===== src/rtl/sni_uart.sv =====
// sni_uart: 8N1 byte UART between the top-level pins and the SNI command block.
// RX deserialises into rdata_m and signals each byte with a 2-cycle rxint pulse.
// TX serialises the byte strobed in with tdata_i and holds txint high while busy.
// RTS follows the SNI rx-buffer-full flag. CTS can optionally gate the start of a tx frame.
module sni_uart #(
    parameter int DIV     = 186,
    parameter bit USE_CTS = 1'b1
) (
    input  logic        clk,
    input  logic        reset,
    input  logic        rxd,
    output logic        txd,
    input  logic        cts_n,
    output logic        rts_n,
    input  logic        rbf,
    input  logic        tdata_i,
    input  logic [15:0] tdata_m,
    output logic        txint,
    output logic        rxint,
    output logic [15:0] rdata_m
);

    localparam logic [15:0] BIT_T  = 16'(DIV);
    localparam logic [15:0] HALF_T = 16'(DIV / 2);

    typedef enum logic [1:0] {RX_IDLE, RX_START, RX_DATA, RX_STOP} rx_state_t;
    typedef enum logic [2:0] {TX_IDLE, TX_WAIT, TX_START, TX_DATA, TX_STOP} tx_state_t;

    logic        rxd_s1_q, rxd_s2_q, rxd_prev_q, cts_s1_q, cts_s2_q, rts_n_q;
    rx_state_t   rx_state_q, rx_state_d;
    logic [15:0] rx_cnt_q, rx_cnt_d;
    logic [2:0]  rx_idx_q, rx_idx_d;
    logic [7:0]  rx_sh_q, rx_sh_d;
    logic        ovr_q, ovr_d;
    logic [15:0] rdata_q, rdata_d;
    logic [1:0]  rxint_cnt_q, rxint_cnt_d;
    tx_state_t   tx_state_q, tx_state_d;
    logic [15:0] tx_cnt_q, tx_cnt_d;
    logic [2:0]  tx_idx_q, tx_idx_d, tx_nidx;
    logic [7:0]  tx_sh_q, tx_sh_d;
    logic        txd_q, txd_d, txint_q, txint_d;
    logic        cts_ok;
    logic        unused_tdata_hi;

    assign unused_tdata_hi = ^tdata_m[15:8];
    assign cts_ok          = (USE_CTS == 1'b0) || !cts_s2_q;
    assign tx_nidx         = tx_idx_q + 3'd1;

    assign txd     = txd_q;
    assign txint   = txint_q;
    assign rxint   = (rxint_cnt_q != 2'd0);
    assign rdata_m = rdata_q;
    assign rts_n   = rts_n_q;

    // RX FSM: detect start edge, sample mid-bit, deliver or drop at the stop sample
    always_comb begin
        rx_state_d  = rx_state_q;
        rx_cnt_d    = rx_cnt_q;
        rx_idx_d    = rx_idx_q;
        rx_sh_d     = rx_sh_q;
        ovr_d       = ovr_q;
        rdata_d     = rdata_q;
        rxint_cnt_d = (rxint_cnt_q != 2'd0) ? rxint_cnt_q - 2'd1 : 2'd0;
        case (rx_state_q)
            RX_IDLE: begin
                if (rxd_prev_q && !rxd_s2_q) begin
                    rx_state_d = RX_START;
                    rx_cnt_d   = HALF_T;
                end
            end
            RX_START: begin
                if (rx_cnt_q == 16'd1) begin
                    if (!rxd_s2_q) begin
                        rx_state_d = RX_DATA;
                        rx_cnt_d   = BIT_T;
                        rx_idx_d   = 3'd0;
                    end else begin
                        rx_state_d = RX_IDLE;   // start bit vanished: treat as a glitch
                    end
                end else begin
                    rx_cnt_d = rx_cnt_q - 16'd1;
                end
            end
            RX_DATA: begin
                if (rx_cnt_q == 16'd1) begin
                    rx_sh_d  = {rxd_s2_q, rx_sh_q[7:1]};
                    rx_cnt_d = BIT_T;
                    rx_idx_d = rx_idx_q + 3'd1;   // wraps 7->0 on the way to STOP
                    if (rx_idx_q == 3'd7) rx_state_d = RX_STOP;
                end else begin
                    rx_cnt_d = rx_cnt_q - 16'd1;
                end
            end
            RX_STOP: begin
                if (rx_cnt_q == 16'd1) begin
                    rx_state_d = RX_IDLE;
                    if (rbf) begin
                        ovr_d = 1'b1;   // sni cannot take it: drop and remember
                    end else begin
                        rdata_d     = {6'b0, ovr_q, ~rxd_s2_q, rx_sh_q};
                        ovr_d       = 1'b0;
                        rxint_cnt_d = 2'd2;
                    end
                end else begin
                    rx_cnt_d = rx_cnt_q - 16'd1;
                end
            end
            default: rx_state_d = RX_IDLE;
        endcase
    end

    // TX FSM: latch byte, wait for CTS, then shift start/data/stop with txd registered
    always_comb begin
        tx_state_d = tx_state_q;
        tx_cnt_d   = tx_cnt_q;
        tx_idx_d   = tx_idx_q;
        tx_sh_d    = tx_sh_q;
        txd_d      = txd_q;
        txint_d    = txint_q;
        case (tx_state_q)
            TX_IDLE: begin
                if (tdata_i) begin
                    tx_sh_d = tdata_m[7:0];
                    txint_d = 1'b1;
                    // CTS already granted: zero-length WAIT so txint spans exactly 10 bits
                    if (cts_ok) begin
                        tx_state_d = TX_START;
                        tx_cnt_d   = BIT_T;
                        txd_d      = 1'b0;
                    end else begin
                        tx_state_d = TX_WAIT;
                    end
                end
            end
            TX_WAIT: begin
                if (cts_ok) begin
                    tx_state_d = TX_START;
                    tx_cnt_d   = BIT_T;
                    txd_d      = 1'b0;
                end
            end
            TX_START: begin
                if (tx_cnt_q == 16'd1) begin
                    tx_state_d = TX_DATA;
                    tx_cnt_d   = BIT_T;
                    tx_idx_d   = 3'd0;
                    txd_d      = tx_sh_q[0];
                end else begin
                    tx_cnt_d = tx_cnt_q - 16'd1;
                end
            end
            TX_DATA: begin
                if (tx_cnt_q == 16'd1) begin
                    tx_cnt_d = BIT_T;
                    tx_idx_d = tx_nidx;
                    if (tx_idx_q == 3'd7) begin
                        tx_state_d = TX_STOP;
                        txd_d      = 1'b1;
                    end else begin
                        txd_d = tx_sh_q[tx_nidx];
                    end
                end else begin
                    tx_cnt_d = tx_cnt_q - 16'd1;
                end
            end
            TX_STOP: begin
                if (tx_cnt_q == 16'd1) begin
                    tx_state_d = TX_IDLE;
                    txint_d    = 1'b0;
                end else begin
                    tx_cnt_d = tx_cnt_q - 16'd1;
                end
            end
            default: tx_state_d = TX_IDLE;
        endcase
    end

    // State registers, input synchronisers and RTS
    always_ff @(posedge clk) begin
        if (reset) begin
            rxd_s1_q    <= 1'b1;
            rxd_s2_q    <= 1'b1;
            rxd_prev_q  <= 1'b1;
            cts_s1_q    <= 1'b1;
            cts_s2_q    <= 1'b1;
            rts_n_q     <= 1'b1;
            rx_state_q  <= RX_IDLE;
            rx_cnt_q    <= 16'd0;
            rx_idx_q    <= 3'd0;
            rx_sh_q     <= 8'd0;
            ovr_q       <= 1'b0;
            rdata_q     <= 16'd0;
            rxint_cnt_q <= 2'd0;
            tx_state_q  <= TX_IDLE;
            tx_cnt_q    <= 16'd0;
            tx_idx_q    <= 3'd0;
            tx_sh_q     <= 8'd0;
            txd_q       <= 1'b1;
            txint_q     <= 1'b0;
        end else begin
            rxd_s1_q    <= rxd;
            rxd_s2_q    <= rxd_s1_q;
            rxd_prev_q  <= rxd_s2_q;
            cts_s1_q    <= cts_n;
            cts_s2_q    <= cts_s1_q;
            rts_n_q     <= rbf;
            rx_state_q  <= rx_state_d;
            rx_cnt_q    <= rx_cnt_d;
            rx_idx_q    <= rx_idx_d;
            rx_sh_q     <= rx_sh_d;
            ovr_q       <= ovr_d;
            rdata_q     <= rdata_d;
            rxint_cnt_q <= rxint_cnt_d;
            tx_state_q  <= tx_state_d;
            tx_cnt_q    <= tx_cnt_d;
            tx_idx_q    <= tx_idx_d;
            tx_sh_q     <= tx_sh_d;
            txd_q       <= txd_d;
            txint_q     <= txint_d;
        end
    end

endmodule


===== config.mk =====
export PLATFORM = sky130hd
export DESIGN_NAME = sni_uart
export DESIGN_NICKNAME = d
export VERILOG_FILES = /design/src/rtl/sni_uart.sv
export SDC_FILE = /design/constraint.sdc
export NUM_CORES = 1
export LEC_CHECK = 0
export CAP_MARGIN = 0
export CORE_ASPECT_RATIO = 0.9
export CORE_MARGIN = 3
export CORE_UTILIZATION = 40
export DETAILED_ROUTE_END_ITERATION = 12
export DONT_BUFFER_PORTS = 1
export HOLD_SLACK_MARGIN = 0.05
export SLEW_MARGIN = 5
export SYNTH_ARGS = -nofsm -noshare
export SYNTH_HDL_FRONTEND = slang
export SYNTH_SLANG_ARGS = --single-unit

===== constraint.sdc =====
create_clock -name clk -period 4.3 [get_ports clk]
set_input_delay 0.645 -clock clk [delete_from_list [all_inputs] [get_ports clk]]
set_output_delay 0.645 -clock clk [all_outputs]
set_load 0.02 [all_outputs]

==> results by group <==
Synthesis
  – Synth Area per Inst: 8.83 um^2
  – YS warnings: 0
  – Number of synthesized flops with an enable pin: 0
  – Synth Flop Type: dfxtp_1
  – Synth area leaders: dfxtp_1 40%, mux2i_1 6.0%, a21oi_1 4.6%
  – Synthesized instance count: 456
  – Post-Syn Area: 0.00403 mm^2
  – Synth async-reset ratio: 0%
  – Post-synth cell types: 67
  – Post-synth top area share: 39.8%
  – Most common library cells after synthesis: 80 x dfxtp_1, 46 x nor2_1, 43 x nand2_1, 37 x a21oi_1, 24 x mux2i_1
  – Top cell type by total area after synthesis: dfxtp_1
  – Top-count cell post-synth: dfxtp_1
  – Seq/Total Area, Yosys: 39.8%
  – Number of synthesized register bits: 80

Worst setup path
  – CP startpoint kind: register
  – Slowest-stage cell, CP: nor3b_4
  – Req. time, crit path: 4.54 ns
  – WP data arrival: 2.83 ns
  – Critical path class: register to register
  – Crit-path cells: ha_1 -> nor4b_1 -> nand4_2 -> nor3b_4 -> mux2i_1 -> nor2_1
  – CP Max Fanout: 12
  – Crit-path max cell delay: 0.76 ns
  – CP Capture Type: register

Global route
  – GRT Resource Usage Total: 14.7%
  – Vias in the first global route: 2,987
  – Pin count of the biggest net entering global routing: 59
  – Total gr overflow: 0
  – First-pass GRT wire length: 13,900 um
  – Initial antenna violation count: 0

Cells and area
  – Core Util, Final: 43.7%
  – Fin cells: 572
  – Final #Nets: 477
  – Area added between synthesis and finish: 5.78%
  – N_diodes: 0
  – Layout cell share with drive strength beyond 1: 8.97%

Timing
  – Max-slew violation count: 0
  – Setup violators final: 0
  – Fin Setup TNS: 0 ns
  – Clock skew: 0.00846 ns
  – Worst-margin pin slew: 0.756 ns
  – Min cycle time layout: 2.59 ns
  – Max-slew headroom: 49.2%
  – Fin crit share: 60.3%
  – RSZ-0062 raised after global routing: false
  – Max Fclk: 386 MHz
  – Final Hold Fails: 0

Detailed routing
  – Final ANT Viol Nets: 0
  – Vias: 3,172
  – DRT Wirelength: 8130 um
  – DR WL/cell: 14.2 um
  – DRT iter0 DRCs: 142
  – Remaining DRCs: 0
  – Total iterations of the first detailed-routing run: 4
  – Detailed-route vias per instance: 5.55

Floorplan
  – IO Pins: 42
  – Die area: 0.0113 mm^2
  – Num rows: 34
  – Starting density of the core: 41.3%
  – Die span in y: 101 um
  – Core Region: 0.00974 mm^2
  – Die W: 112 um

Clock network
  – Post-CTS sizing: 0
  – Post-CTS Repair Setup Buffers: 0
  – Sink Count: 80
  – Clk pin slew, worst setup/hold paths: 0.09 ns
  – Clk_lat worst skew: 0.35 ns
  – Root buf cell: clkbuf_8
  – Worst-case clock buffer depth: 2
  – CTS tree: yes
  – H-tree depth: 3
  – Total CTS buffers: 9
  – Hold_buf cts: 0

Power
  – Seq pwr share: 45.7%
  – Tot Pwr: 1.86 mW
  – Combinational Power Share: 21.7%
  – Sw Ratio: 32.0%
  – Power per standard cell area: 438 mW/mm^2
  – Maximum vdd ir drop: 0.217 mV
  – Net Switching: 597 uW
  – P_leak: 1.56 nW
  – Clock Power Share: 32.6%
  – Int Pwr: 1.27 mW

Run status
  – Status: finished, final reports clean

Job
  – Max-Cap Viols: 0

Place
  – Hpwl dp: 5630 um
  – PortBufs: 0
  – Dpl cells: 557
  – Routability cong.: 0.806

Worst hold path
  – Worst Hold Class: input port to register
==> worst paths after layout <==
kind	startpoint	to	slack, ns	depth (start not counted)
worst max-delay path	rx_cnt_q[0]	rdata_m[7]	1.71	6
worst max register to register	rx_cnt_q[0]	rdata_m[7]	1.71	6
worst min register to register	cts_s1_q	cts_s2_q	0.41	1
worst min-delay path	reset	tx_state_q[2]	0.36	1
==> final cells by class <==
class	instances	area (um^2)
Tap cell	126	158
Inverter	15	56.3
Clock inverter	6	93.8
Multi-Input combinational cell	336	2220
Fill cell	951	5480
Clock buffer	9	124
Sequential cell	80	1600
==> critical path, delay by kind of cell (launching register included) <==
| family | cells | cell delay (ns) |
|---|---|---|
| and+or+nand+nor | 4 | 1.62 |
| DFF | 1 | 0.41 |
| muxes | 1 | 0.27 |
| adders and majority gates | 1 | 0.18 |
==> kinds of logic after synthesis <==
group	share of synthesized area, %
compound gates	20.4
mux	7.09
fa+ha+maj	4.04
other cells	0.0932
simple gates	21.7
xor+xnor	1.52
flops	39.8
buf+inv	5.41
==> stage by stage <==
| step | setup WS [ns] | instance area, um^2 | hold slack, ns |
|---|---|---|---|
| finish | 1.71 | 4260 | 0.364 |
| global placement | 1.74 | 4040 | 0.394 |
| global route | 1.50 | 4260 | 0.334 |
| CTS | 1.66 | 4260 | 0.337 |
| detailed placement | 1.67 | 4040 | 0.401 |
| floorplan | 2.34 | 4040 | 0.389 |
==> flip-flops by register name (all words and copies together) (netlist names), 2 cells and up, named ones only <==
register,flops
tx_state_q,3
tx_idx_q,3
rdata_m,10
rx_idx_q,3
tx_cnt_q,16
rxint_cnt_q,2
rx_sh_q,8
rx_cnt_q,16
tx_sh_q,8
==> layer usage <==
| layer | share of wire [%] | track usage, % |
|---|---|---|
| met1 | 49 | 19.6 |
| met3 | 4.2 | 2.99 |
| met4 | 1.2 | 6.08 |
| met2 | 46 | 23.6 |
| met5 | 0 | 0 |
==> power groups by stage <==
stage                     clock [mW]  combinational [mW]  sequential (mW)
final                          0.609               0.405            0.852
after global routing           0.657               0.455            0.860
after CTS                      0.630               0.402            0.851
after detailed placement           0               0.399            0.868
after global placement             0               0.392            0.867
after floorplan                    0               0.360            0.845
==> cell usage in the layout, fill, tap and decap left out, drive strengths merged, types with 7 or more instances in the layout <==
cell and instances:
nand3 12, nor4 8, nand2 43, nor3 14, ha 13, nor2 46
inv 16, nand2b 8, or2 7, clkbuf 9, o21ai 16, mux2i 24
dfxtp 80, o211ai 11, a21oi 38
(Power assumes the default switching activity.)
